==> src/rtl/i2c_ext_pkg.sv <==
// Shared state encoding and default sizing for the I2C channel mux.
package i2c_ext_pkg;

   localparam int I2C_NUM_CH_DEF      = 8;
   localparam int I2C_SYNC_STAGES_DEF = 2;
   localparam int I2C_IDLE_CYCLES_DEF = 16;

   typedef enum logic [1:0] {
      ST_IDLE,
      ST_BUSY,
      ST_SWITCH
   } i2c_state_e;

endpackage

==> src/rtl/i2c_bus_monitor.sv <==
// Synchronises upstream SCL/SDA, flags START/STOP and counts idle-high cycles.
// scl_s_o/sda_s_o lag the pins by SYNC_STAGES cycles; no backpressure.
module i2c_bus_monitor
   import i2c_ext_pkg::*;
#(
   parameter int SYNC_STAGES = I2C_SYNC_STAGES_DEF,
   parameter int IDLE_CYCLES = I2C_IDLE_CYCLES_DEF
) (
   input  logic clk,
   input  logic rst,
   input  logic scl_i,
   input  logic sda_i,
   output logic scl_s_o,
   output logic sda_s_o,
   output logic start_o,
   output logic stop_o,
   output logic bus_free_o
);

   localparam int CNT_W = $clog2(IDLE_CYCLES + 1);

   logic [SYNC_STAGES-1:0] scl_sync_q, sda_sync_q;
   logic                   scl_prev_q, sda_prev_q;
   logic [CNT_W-1:0]       free_cnt_q;

   assign scl_s_o    = scl_sync_q[SYNC_STAGES-1];
   assign sda_s_o    = sda_sync_q[SYNC_STAGES-1];
   assign start_o    = scl_prev_q & scl_s_o & sda_prev_q & ~sda_s_o;
   assign stop_o     = scl_prev_q & scl_s_o & ~sda_prev_q & sda_s_o;
   assign bus_free_o = (free_cnt_q == CNT_W'(IDLE_CYCLES));

   // Presetting to 1 makes the bus look released straight out of reset.
   always_ff @(posedge clk) begin
      if (rst) begin
         scl_sync_q <= '1;
         sda_sync_q <= '1;
         scl_prev_q <= 1'b1;
         sda_prev_q <= 1'b1;
         free_cnt_q <= '0;
      end else begin
         scl_sync_q <= {scl_sync_q[SYNC_STAGES-2:0], scl_i};
         sda_sync_q <= {sda_sync_q[SYNC_STAGES-2:0], sda_i};
         scl_prev_q <= scl_s_o;
         sda_prev_q <= sda_s_o;
         if (!(scl_s_o && sda_s_o) || start_o) begin
            free_cnt_q <= '0;
         end else if (!bus_free_o) begin
            free_cnt_q <= free_cnt_q + 1'b1;
         end
      end
   end

endmodule

==> src/rtl/i2c_channel_mux.sv <==
// Routes one upstream I2C port to one of NUM_CH channels; pin-to-pin latency SYNC_STAGES+1.
// Channel changes use a sel valid/ready handshake and are applied only after the bus has idled.
module i2c_channel_mux
   import i2c_ext_pkg::*;
#(
   parameter int NUM_CH      = I2C_NUM_CH_DEF,
   parameter int SEL_W       = $clog2(NUM_CH),
   parameter int SYNC_STAGES = I2C_SYNC_STAGES_DEF,
   parameter int IDLE_CYCLES = I2C_IDLE_CYCLES_DEF
) (
   input  logic              clk,
   input  logic              rst,
   input  logic              scl_in,
   input  logic              sda_in,
   input  logic [SEL_W-1:0]  sel,
   input  logic              sel_valid,
   output logic              sel_ready,
   output logic              sel_done,
   output logic              sel_err,
   output logic [SEL_W-1:0]  active_ch,
   output logic              bus_busy,
   output logic [NUM_CH-1:0] scl_out,
   output logic [NUM_CH-1:0] sda_out
);

   logic scl_s, sda_s, start_p, stop_p, bus_free;

   i2c_bus_monitor #(
      .SYNC_STAGES (SYNC_STAGES),
      .IDLE_CYCLES (IDLE_CYCLES)
   ) u_mon (
      .clk        (clk),
      .rst        (rst),
      .scl_i      (scl_in),
      .sda_i      (sda_in),
      .scl_s_o    (scl_s),
      .sda_s_o    (sda_s),
      .start_o    (start_p),
      .stop_o     (stop_p),
      .bus_free_o (bus_free)
   );

   i2c_state_e        state_q;
   logic [SEL_W-1:0]  active_ch_q, pend_sel_q;
   logic              pend_q, sel_done_q, sel_err_q;
   logic [NUM_CH-1:0] scl_out_q, sda_out_q, scl_out_d, sda_out_d;
   logic              go_switch, accept, sel_bad;
   logic [SEL_W-1:0]  route_ch;

   assign sel_ready = !pend_q && (state_q != ST_SWITCH);
   assign accept    = sel_valid && sel_ready;
   assign sel_bad   = (32'(sel) >= NUM_CH);
   assign go_switch = (state_q == ST_IDLE) && pend_q && bus_free && !start_p;
   // During the SWITCH cycle the next routing already targets the new channel.
   assign route_ch  = (state_q == ST_SWITCH) ? pend_sel_q : active_ch_q;

   always_comb begin
      scl_out_d = '1;
      sda_out_d = '1;
      for (int i = 0; i < NUM_CH; i++) begin
         if (!go_switch && (32'(route_ch) == i)) begin
            scl_out_d[i] = scl_s;
            sda_out_d[i] = sda_s;
         end
      end
   end

   always_ff @(posedge clk) begin
      if (rst) begin
         state_q     <= ST_IDLE;
         active_ch_q <= '0;
         pend_sel_q  <= '0;
         pend_q      <= 1'b0;
         sel_done_q  <= 1'b0;
         sel_err_q   <= 1'b0;
         scl_out_q   <= '1;
         sda_out_q   <= '1;
      end else begin
         scl_out_q  <= scl_out_d;
         sda_out_q  <= sda_out_d;
         sel_done_q <= 1'b0;
         sel_err_q  <= 1'b0;
         case (state_q)
            ST_IDLE: begin
               if (start_p) begin
                  state_q <= ST_BUSY;
               end else if (go_switch) begin
                  state_q <= ST_SWITCH;
               end
            end
            ST_BUSY: begin
               if (stop_p) begin
                  state_q <= ST_IDLE;
               end
            end
            ST_SWITCH: begin
               state_q     <= ST_IDLE;
               active_ch_q <= pend_sel_q;
               pend_q      <= 1'b0;
               sel_done_q  <= 1'b1;
            end
            default: state_q <= ST_IDLE;
         endcase
         // sel_ready is low in SWITCH, so this never collides with the apply above.
         if (accept) begin
            if (sel_bad) begin
               sel_err_q  <= 1'b1;
               sel_done_q <= 1'b1;
            end else if (sel == active_ch_q) begin
               sel_done_q <= 1'b1;
            end else begin
               pend_q     <= 1'b1;
               pend_sel_q <= sel;
            end
         end
      end
   end

   assign sel_done  = sel_done_q;
   assign sel_err   = sel_err_q;
   assign active_ch = active_ch_q;
   assign bus_busy  = (state_q == ST_BUSY);
   assign scl_out   = scl_out_q;
   assign sda_out   = sda_out_q;

endmodule

==> config.mk <==
export PLATFORM = sky130hd
export DESIGN_NAME = i2c_channel_mux
export DESIGN_NICKNAME = d
export VERILOG_FILES = /design/src/rtl/i2c_ext_pkg.sv /design/src/rtl/i2c_bus_monitor.sv /design/src/rtl/i2c_channel_mux.sv
export SDC_FILE = /design/constraint.sdc
export NUM_CORES = 1
export LEC_CHECK = 0
export ABC_CLOCK_PERIOD_IN_PS = 1360
export BUFFER_PORTS_ARGS = -buffer_cell sky130_fd_sc_hd__buf_2
export CAP_MARGIN = 20
export CORE_ASPECT_RATIO = 0.75
export CORE_MARGIN = 3
export CORE_UTILIZATION = 47
export CTS_CLUSTER_DIAMETER = 50
export DETAILED_ROUTE_END_ITERATION = 8
export PLACE_DENSITY = 0.73
export SYNTH_ARGS = -nofsm -noshare
export SYNTH_HDL_FRONTEND = slang
export SYNTH_HIERARCHICAL = 1
export SYNTH_SLANG_ARGS = --single-unit
==> constraint.sdc <==
create_clock -name clk -period 1.36 [get_ports clk]
set_input_delay 0 -clock clk [delete_from_list [all_inputs] [get_ports clk]]
set_output_delay 0 -clock clk [all_outputs]
set_load 0.01 [all_outputs]
==> results.yml, run 1 <==
run_status:
  status: "finished, violations left"
  failed_checks: "negative setup slack"
global_route:
  grt_pass1_wl_um: 5388
  grt_usage_pct: 18.55
  antenna_found_initial: 0
  grt_pass1_vias: 1205
  grt_max_degree: 20
  grt_remaining_overflow: 0
worst_setup_path:
  cp_data_arrival_time_ns: 1.57
  path_max_fanout: 4
  worstPathRequired_ns: 1.53
  critPathLaunchType: "register"
  cp-end-kind: "register"
  criticalPathCategory: "reg -> reg"
layout:
  drive_above_1_share_pct: 44.88
  nNetsFinal: 214
  area_delta_synth_final_pct: 37.80
  n_antenna_cell: 0
logic_synthesis:
  syn_inst: 149
  synth-edff-count: 0
  avgSynthCellArea_um2: 9.531
  syn-cell-area_um2: 1420
  syn-num-nets: 159
  ys_ff_latch: 37
  seq_area_frac_synth_pct: 52.16
  synth_top_cell_area_share_pct: 52.16
  synth_cell_types: 37
  yosys.area.top_type: "dfxtp_1"
  synthFlopType: "dfxtp_1"
  ys_warn_count: 6
  async_flop_share_pct: 0
  synth.area.top_cells: "dfxtp_1, nand2_1, nor2_1, xnor2_1, or2_2"
  synth.most_common_cell: "dfxtp_1"
  synthTopCellsByCount: "dfxtp_1, nand2_1, nor2_1"
pwr:
  powerDensity_nw_per_um2: 1047
  combPwrFrac_pct: 8.9
  p_seq_share_pct: 55.3
  p_switching_uw: 493.3
  internal_power_mw: 1.556
  pwr-share-clk_pct: 35.8
  finalPower_mw: 2.049
  switching_share_pct: 24.08
  ir_drop_mv: 0.9301
  p_leak_nw: 0.7951
drt:
  postRouteAntennaNets: 0
  drtIter0Drc: 88
  drt_pass1_iterations: 4
  post_drt_wl_per_cell_um: 13.90
  viasPerCell: 5.162
  vias: 1244
  drc: 0
  wl_um: 3351
timing:
  period_share_pct: 102.9
  fin_skew_ns: 0.008375
  setup_viol: 10
  slew_viol_final: 0
  finalHoldViolCount: 0
  min_period_ns: 1.399
  setup_ws_ns: -0.03934
  fmax_mhz: 714.6
  rsz0062_at_grt: "yes"
cts:
  cts_made_buffers: 5
  cts_max_level: 2
  cts_tree: "done"
  insertion_delay_ns: 0.28
  clkTransAtPathRegs_ns: 0.07
  clkSinkCount: 37
  clock_path_buffers: 2
  clockRootBuffer: "clkbuf_8"
hold_path:
  hp-class: "in -> reg"
floorplanning:
  die_x_um: 69.47
  die-area_um2: 3724
  core_area_um2: 2743
  fp-row-count: 16
  io_pins: 31
  die_y_um: 53.61
  start_util_pct: 51.78
placement:
  dp_hpwl_um: 2184
  dp_slack_ns: -0.1804
  gp_congestion: 0.7063
  io_buffers: 29
flow_run:
  cap_violations: 0
metrics by stage:
stage / hold WS [ns] / utilization [%] / instance area, µm² / setup TNS, ns / cells
finish: 0.001241 / 71.35 / 1957 / -0.1965 / 241
global route: 0.01996 / 71.35 / 1957 / -1.359 / 241
CTS: 0.004403 / 69.53 / 1907 / -0.2052 / 239
detailed placement: 0.1856 / 62.23 / 1707 / -2.116 / 225
global placement: 0.1844 / 62.23 / 1707 / -1.266 / 225
floorplan: 0.1038 / - / 1434 / -0.5961 / 149
power by group through the flow:
stage / registers [mW] / clock network, mW / logic, mW
finish: 1.13 / 0.734 / 0.182
CTS: 1.13 / 0.736 / 0.178
global placement: 1.15 / 0 / 0.143
detailed placement: 1.15 / 0 / 0.154
floorplan: 1.16 / 0 / 0.0858
global route: 1.14 / 0.790 / 0.203
repair_timing:
action	in CTS	in global routing
setup endpoints to repair	16	18
resized for setup	13	14
buffers inserted	3	4
pin swaps	3	3
hold endpoints to repair	3	0
hold buffers	3	0
sequential cells by signal, indices dropped and copies added, names as in the netlist:
name              flops
active_ch             3
u_mon/free_cnt_q      5
scl_out               8
u_mon/sda_sync_q      2
u_mon/sda_prev_q      1
u_mon/scl_prev_q      1
u_mon/scl_sync_q      2
state_q               2
pend_q                1
sel_done              1
sda_out               8
pend_sel_q            3
routing by layer:
metal  track usage [%]  vias to the layer above  routed length (µm)
met1             22.15                      577                1464
met4             4.545                        0                  44
met3             5.224                        8                 218
met5                 0                        -                   0
met2             33.86                       50                1623
li1                  -                      609                   -
worst paths after layout:
path / from / end / slack, ns / cells after the start
setup / recovery: u_mon/free_cnt_q[0] / scl_out[2] / -0.04 / 8
hold / removal: sel[0] / pend_sel_q[0] / 0.001 / 3
setup reg to reg: u_mon/free_cnt_q[0] / scl_out[2] / -0.04 / 8
hold reg to reg: u_mon/scl_sync_q[0] / u_mon/scl_sync_q[1] / 0.43 / 1
area by class of cell:
class	count	area, µm²
repair buffers	51	340.3
multi-input cells	101	708.2
fillers	188	785.8
flip-flops and latches	37	747.0
inverters	8	30.03
clock buffers	5	68.82
well taps	36	45.04
clock inverters	3	17.52
logic make-up (layout without fill, tap and decap cells):
logic type	count (synthesis)	after routing	share of synthesized area, %
flip-flops	37	37	52.16
AND/OR/NAND/NOR	71	71	27.23
other	1	1	0.2641
buffers and inverters	11	67	3.700
multiplexers	4	4	3.788
AO/OA/AOI/OAI	16	16	6.784
XOR/XNOR	7	7	4.317
adder cells (fa/ha/maj)	2	2	1.762
worst max-delay path, stage by stage (launching register included):
cell	delay (ns)
dfxtp_2	0.34
inv_2	0.05
ha_4	0.14
and4bb_4	0.20
nand4bb_4	0.11
nor2_4	0.06
nor3b_4	0.20
buf_6	0.15
nand2_2	0.05
cells in the final DEF (no fill, tap or decap), types with 2 or more instances in the layout:
master,count
buf_6,6
nand3b_1,2
xnor2_1,5
buf_2,29
xor2_1,2
nand2_2,11
nand2_1,9
nor2_1,17
clkinv_2,2
o211ai_1,2
a31oi_1,4
inv_2,2
dlygate4sd3_1,3
nor3_1,2
mux2i_1,2
nand3_1,7
clkbuf_8,5
o21ai_0,2
dfxtp_2,5
inv_1,6
a21oi_1,6
buf_4,13
or2_2,6
dfxtp_1,32
Power figures use the tool's default switching activity.
==> inputs of run 2 (changes only) <==
- PLACE_DENSITY: 0.73 -> unset
- PLACE_DENSITY_LB_ADDON: unset -> 0.08
==> results.yml, run 2 (same netlist as run 1, synthesis figures left out) <==
drt:
  drc: 0
  post_drt_wl_per_cell_um: 12.67
  postRouteAntennaNets: 0
  vias: 1198
  viasPerCell: 4.992
  wl_um: 3040
  drtIter0Drc: 77
  drt_pass1_iterations: 4
floorplanning:
  die_y_um: 53.61
  die_x_um: 69.47
  start_util_pct: 51.78
  fp-row-count: 16
  core_area_um2: 2743
  io_pins: 31
  die-area_um2: 3724
worst_setup_path:
  path_max_fanout: 8
  reg2reg_depth: 8
  worst-path-buf-inv: 2
  criticalPathCategory: "reg -> reg"
  cp_data_arrival_time_ns: 1.56
  slowest_delay_ns: 0.33
  r2r-start: "u_mon/free_cnt_q[0]"
  cp_slowest_cell: "dfxtp_2"
  critPathLaunchType: "register"
  r2r_slack_ns: -0.03
  cp-end-kind: "register"
  reg2reg_to: "scl_out[0]"
  path_cells: "inv_2 > ha_4 > and4bb_4 > nand4bb_4 > nor2_4 > nor3b_4 > buf_6 > nand2_1"
  cpLargestDelayFamily: "simple AND/OR/NAND/NOR gates"
  worstPathRequired_ns: 1.53
placement:
  placed_cells: 227
  dp_hpwl_um: 2069
  gp_congestion: 0.7928
  io_buffers: 29
global_route:
  grt_remaining_overflow: 0
  grt_max_degree: 20
  antenna_found_initial: 0
  grt_usage_pct: 17.69
  grt_pass1_wl_um: 5071
  grt_pass1_vias: 1202
layout:
  area_delta_synth_final_pct: 36.48
  nNetsFinal: 214
  n_antenna_cell: 0
  drive_above_1_share_pct: 42.16
  final_cell_mix: "dfxtp_1, buf_2, nor2_1, buf_4, nand2_1"
  final_util_pct: 70.67
  layout_commonest_cell: "dfxtp_1"
  instances_no_fill: 240
timing:
  slew_viol_final: 0
  fmax_mhz: 718.7
  finalSetupTns_ns: -0.2333
  min_period_ns: 1.391
  setup_ws_ns: -0.03133
  finalHoldViolCount: 0
  rsz0062_at_grt: "yes"
  period_share_pct: 102.3
  setup_viol: 15
  fin_skew_ns: 0.003256
pwr:
  p_seq_share_pct: 55.0
  finalPower_mw: 2.059
  combPwrFrac_pct: 8.8
  switching_share_pct: 21.97
  p_leak_nw: 0.7835
  pwr-share-clk_pct: 36.2
  powerDensity_nw_per_um2: 1063
  internal_power_mw: 1.607
  ir_drop_mv: 0.7371
  p_switching_uw: 452.5
cts:
  clockRootBuffer: "clkbuf_8"
  cts_tree: "done"
  clkSinkCount: 37
  clkTransAtPathRegs_ns: 0.07
  cts_max_level: 2
  cts_made_buffers: 5
  insertion_delay_ns: 0.28
  clock_path_buffers: 2
hold_path:
  worstHoldPathCells: 3
  hp-class: "in -> reg"
  hold_path_end: "pend_q"
  worstHoldStart: "sel_valid"
run_status:
  status: "finished, violations left"
  failed_checks: "negative setup slack"
flow_run:
  cap_violations: 0
-- run 2: layout make-up --
type | instances | area (µm²)
Tap cell | 36 | 45.04
Sequential cell | 37 | 747.0
Fill cell | 215 | 804.5
Clock buffer | 7 | 86.33
Multi-Input combinational cell | 101 | 704.4
Timing Repair Buffer | 51 | 325.3
Inverter | 8 | 30.03
-- run 2: worst max path at each step --
stage	startpoint	end	slack, ns	cells past startpoint
6_report	u_mon/free_cnt_q[0]	scl_out[0]	-0.03	8
5_1_grt	u_mon/free_cnt_q[1]	sda_out[7]	-0.11	7
4_1_cts	u_mon/free_cnt_q[0]	scl_out[4]	-0.07	7
3_5_place_dp	u_mon/free_cnt_q[1]	sda_out[2]	-0.19	7
3_3_place_gp	u_mon/free_cnt_q[0]	sda_out[2]	-0.11	7
2_1_floorplan	u_mon/free_cnt_q[1]	scl_out[0]	-0.08	7
-- run 2: per-layer routing --
layer  track usage [%]  share of wire, %
met5                 0                 0
met1             20.09                42
met3             5.597               5.5
met4             6.818               1.1
met2             31.96                51
-- run 2: worst min-delay path, stage by stage --
cell and delay (ns):
buf_2 0.08, a21oi_1 0.05, nor3_1 0.11
-- run 2: what timing repair did --
| item | in CTS | in global routing |
|---|---|---|
| hold buffers | 3 | 0 |
| endpoints found under the setup margin | 16 | 19 |
| resized for setup | 5 | 14 |
| buffers inserted | 2 | 1 |
| endpoints found under the hold margin | 3 | 0 |
| pin swaps | 7 | 10 |
-- run 2: stage by stage --
stage	worst slack [ns]	cell area, µm²	hold WS, ns
after global placement	-0.1072	1722	0.1843
after CTS	-0.07384	1891	0.006006
after detailed placement	-0.1855	1722	0.1859
after global routing	-0.1144	1938	0.009415
after floorplan	-0.07687	1434	0.1038
final	-0.03133	1938	0.01154
-- run 2: power groups by stage --
stage | combinational, mW | sequential, mW | clock (mW)
after global routing | 0.201 | 1.14 | 0.817
after CTS | 0.176 | 1.13 | 0.762
after detailed placement | 0.152 | 1.15 | 0
final | 0.182 | 1.13 | 0.745
after global placement | 0.145 | 1.15 | 0
after floorplan | 0.0858 | 1.16 | 0
==> inputs of run 3 (changes only) <==
- HOLD_SLACK_MARGIN: unset -> 0.05
- SETUP_SLACK_MARGIN: unset -> 0.2
==> results.yml, run 3 (same netlist as run 1, synthesis figures left out) <==
worst_setup_path:
  cp_slowest_cell: "dfxtp_2"
  r2r-start: "u_mon/free_cnt_q[0]"
  path_cells: "inv_2 > ha_4 > and4bb_4 > nand4bb_4 > nor2_4 > nor3_4 > buf_6 > nand2_2"
  reg2reg_to: "sda_out[6]"
  critPathLaunchType: "register"
  reg2reg_depth: 8
  r2r_slack_ns: -0.09
  cp-end-kind: "register"
  worstPathRequired_ns: 1.53
  cp_data_arrival_time_ns: 1.62
  criticalPathCategory: "reg -> reg"
  path_max_fanout: 6
  startpoint: "u_mon/free_cnt_q[0]"
  slowest_delay_ns: 0.34
placement:
  dp_hpwl_um: 2025
  gp_congestion: 0.7966
  dp_slack_ns: -0.1571
  io_buffers: 29
pwr:
  p_leak_nw: 0.8451
  powerDensity_nw_per_um2: 976.4
  ir_drop_mv: 0.8325
timing:
  fin_skew_ns: 0.004593
  hold_slack_ns: 0.1052
  setup_viol: 16
  rsz0062_at_grt: "yes"
  min_period_ns: 1.445
  finalHoldViolCount: 0
  setup_ws_ns: -0.08514
  slew_viol_final: 0
  fmax_mhz: 692.0
  period_share_pct: 106.3
floorplanning:
  die_x_um: 69.47
  core_area_um2: 2743
  fp-row-count: 16
  io_pins: 31
  die_y_um: 53.61
  start_util_pct: 51.78
  die-area_um2: 3724
cts:
  clockRootBuffer: "clkbuf_8"
  clkSinkCount: 37
  cts_max_level: 2
  cts_made_buffers: 5
  clkTransAtPathRegs_ns: 0.07
  clock_path_buffers: 2
  cts_tree: "done"
  insertion_delay_ns: 0.29
drt:
  wl_um: 3458
  viasPerCell: 4.940
  drt_pass1_iterations: 4
  postRouteAntennaNets: 0
  wl_met2_um: 1852
  met1Wirelength_um: 1380
  post_drt_wl_per_cell_um: 13.94
  wl_met3_um: 185
  drtIter0Drc: 91
  routed.top_layer: "met4"
  drc: 0
  vias: 1225
global_route:
  grt_max_degree: 20
  grt_pass1_vias: 1167
  grt_pass1_wl_um: 5202
  grt_usage_pct: 18.23
  grt_remaining_overflow: 0
  antenna_found_initial: 0
layout:
  final_cell_mix: "dfxtp_1, buf_2, nor2_1"
  layout_commonest_cell: "dfxtp_1"
  area_delta_synth_final_pct: 48.90
  n_antenna_cell: 0
  nNetsFinal: 221
  drive_above_1_share_pct: 50.00
  nFillCells: 189
hold_path:
  worstHoldStart: "rst"
  worstHoldPathCells: 2
  hold_path_end: "active_ch[1]"
  hp-class: "in -> reg"
flow_run:
  cap_violations: 0
run_status:
  failed_checks: "negative setup slack"
  status: "finished, violations left"
run 3: cell count changes in the layout (fill, tap and decap cells not counted), moves of 3 or more:
cell     previous run  this run
buf_6               2         8
nand2_1            14        10
nand2_2             6        10
xnor2_1             5         2
run 3: critical path: cells and delay by family, from the launching register on:
| family | cells | cell delay, ns |
|---|---|---|
| adder cells (fa/ha/maj) | 1 | 0.14 |
| buffers and inverters | 2 | 0.22 |
| flip-flops | 1 | 0.34 |
| AND/OR/NAND/NOR | 5 | 0.62 |
run 3: worst max-delay path by stage:
stage / slack (ns) / to / cells after the start
2_1_floorplan: -0.08 / scl_out[0] / 7
3_3_place_gp: -0.11 / sda_out[2] / 7
3_5_place_dp: -0.16 / scl_out[3] / 7
4_1_cts: -0.0009 / scl_out[6] / 7
5_1_grt: -0.14 / sda_out[3] / 8
6_report: -0.09 / sda_out[6] / 8
run 3: layer usage:
metal	GRT usage, %	up-vias
met5	0	-
met3	5.597	6
met1	21.81	570
met4	6.818	0
met2	31.65	33
li1	-	616
run 3: repair_timing:
action,4_1_cts,5_1_grt
setup buffers,5,3
gates resized for setup,15,28
pin swaps,10,6
hold buffers,5,0
endpoints found under the setup margin,28,31
hold endpoints to repair,5,0
run 3: cell type report:
| type | count | area [µm²] | share of cell area [%] |
|---|---|---|---|
| repair buffers | 58 | 417.9 | 19.76 |
| inverters | 8 | 30.03 | 1.420 |
| well taps | 36 | 45.04 | 2.130 |
| clock inverters | 2 | 10.01 | 0.4734 |
| multi-input cells | 101 | 784.5 | 37.10 |
| flip-flops and latches | 37 | 754.5 | 35.68 |
| clock buffers | 6 | 72.57 | 3.432 |
run 3: per-stage QoR:
stage	instance area [µm²]	std cells	power (mW)	util [%]	setup TNS (ns)
5_1_grt	2115	248	2.155	77.10	-2.106
3_5_place_dp	1722	227	1.307	62.77	-1.673
4_1_cts	1987	245	2.047	72.45	-0.0008872
6_report	2115	248	2.065	77.10	-1.090
3_3_place_gp	1722	227	1.297	62.77	-1.166
2_1_floorplan	1434	149	1.241	-	-0.5961
run 3: power by group:
group	internal, mW	switching [mW]	total (mW)
Clock	0.355	0.376	0.730
Combinational	0.107	0.0983	0.205
Sequential	1.11	0.0219	1.13
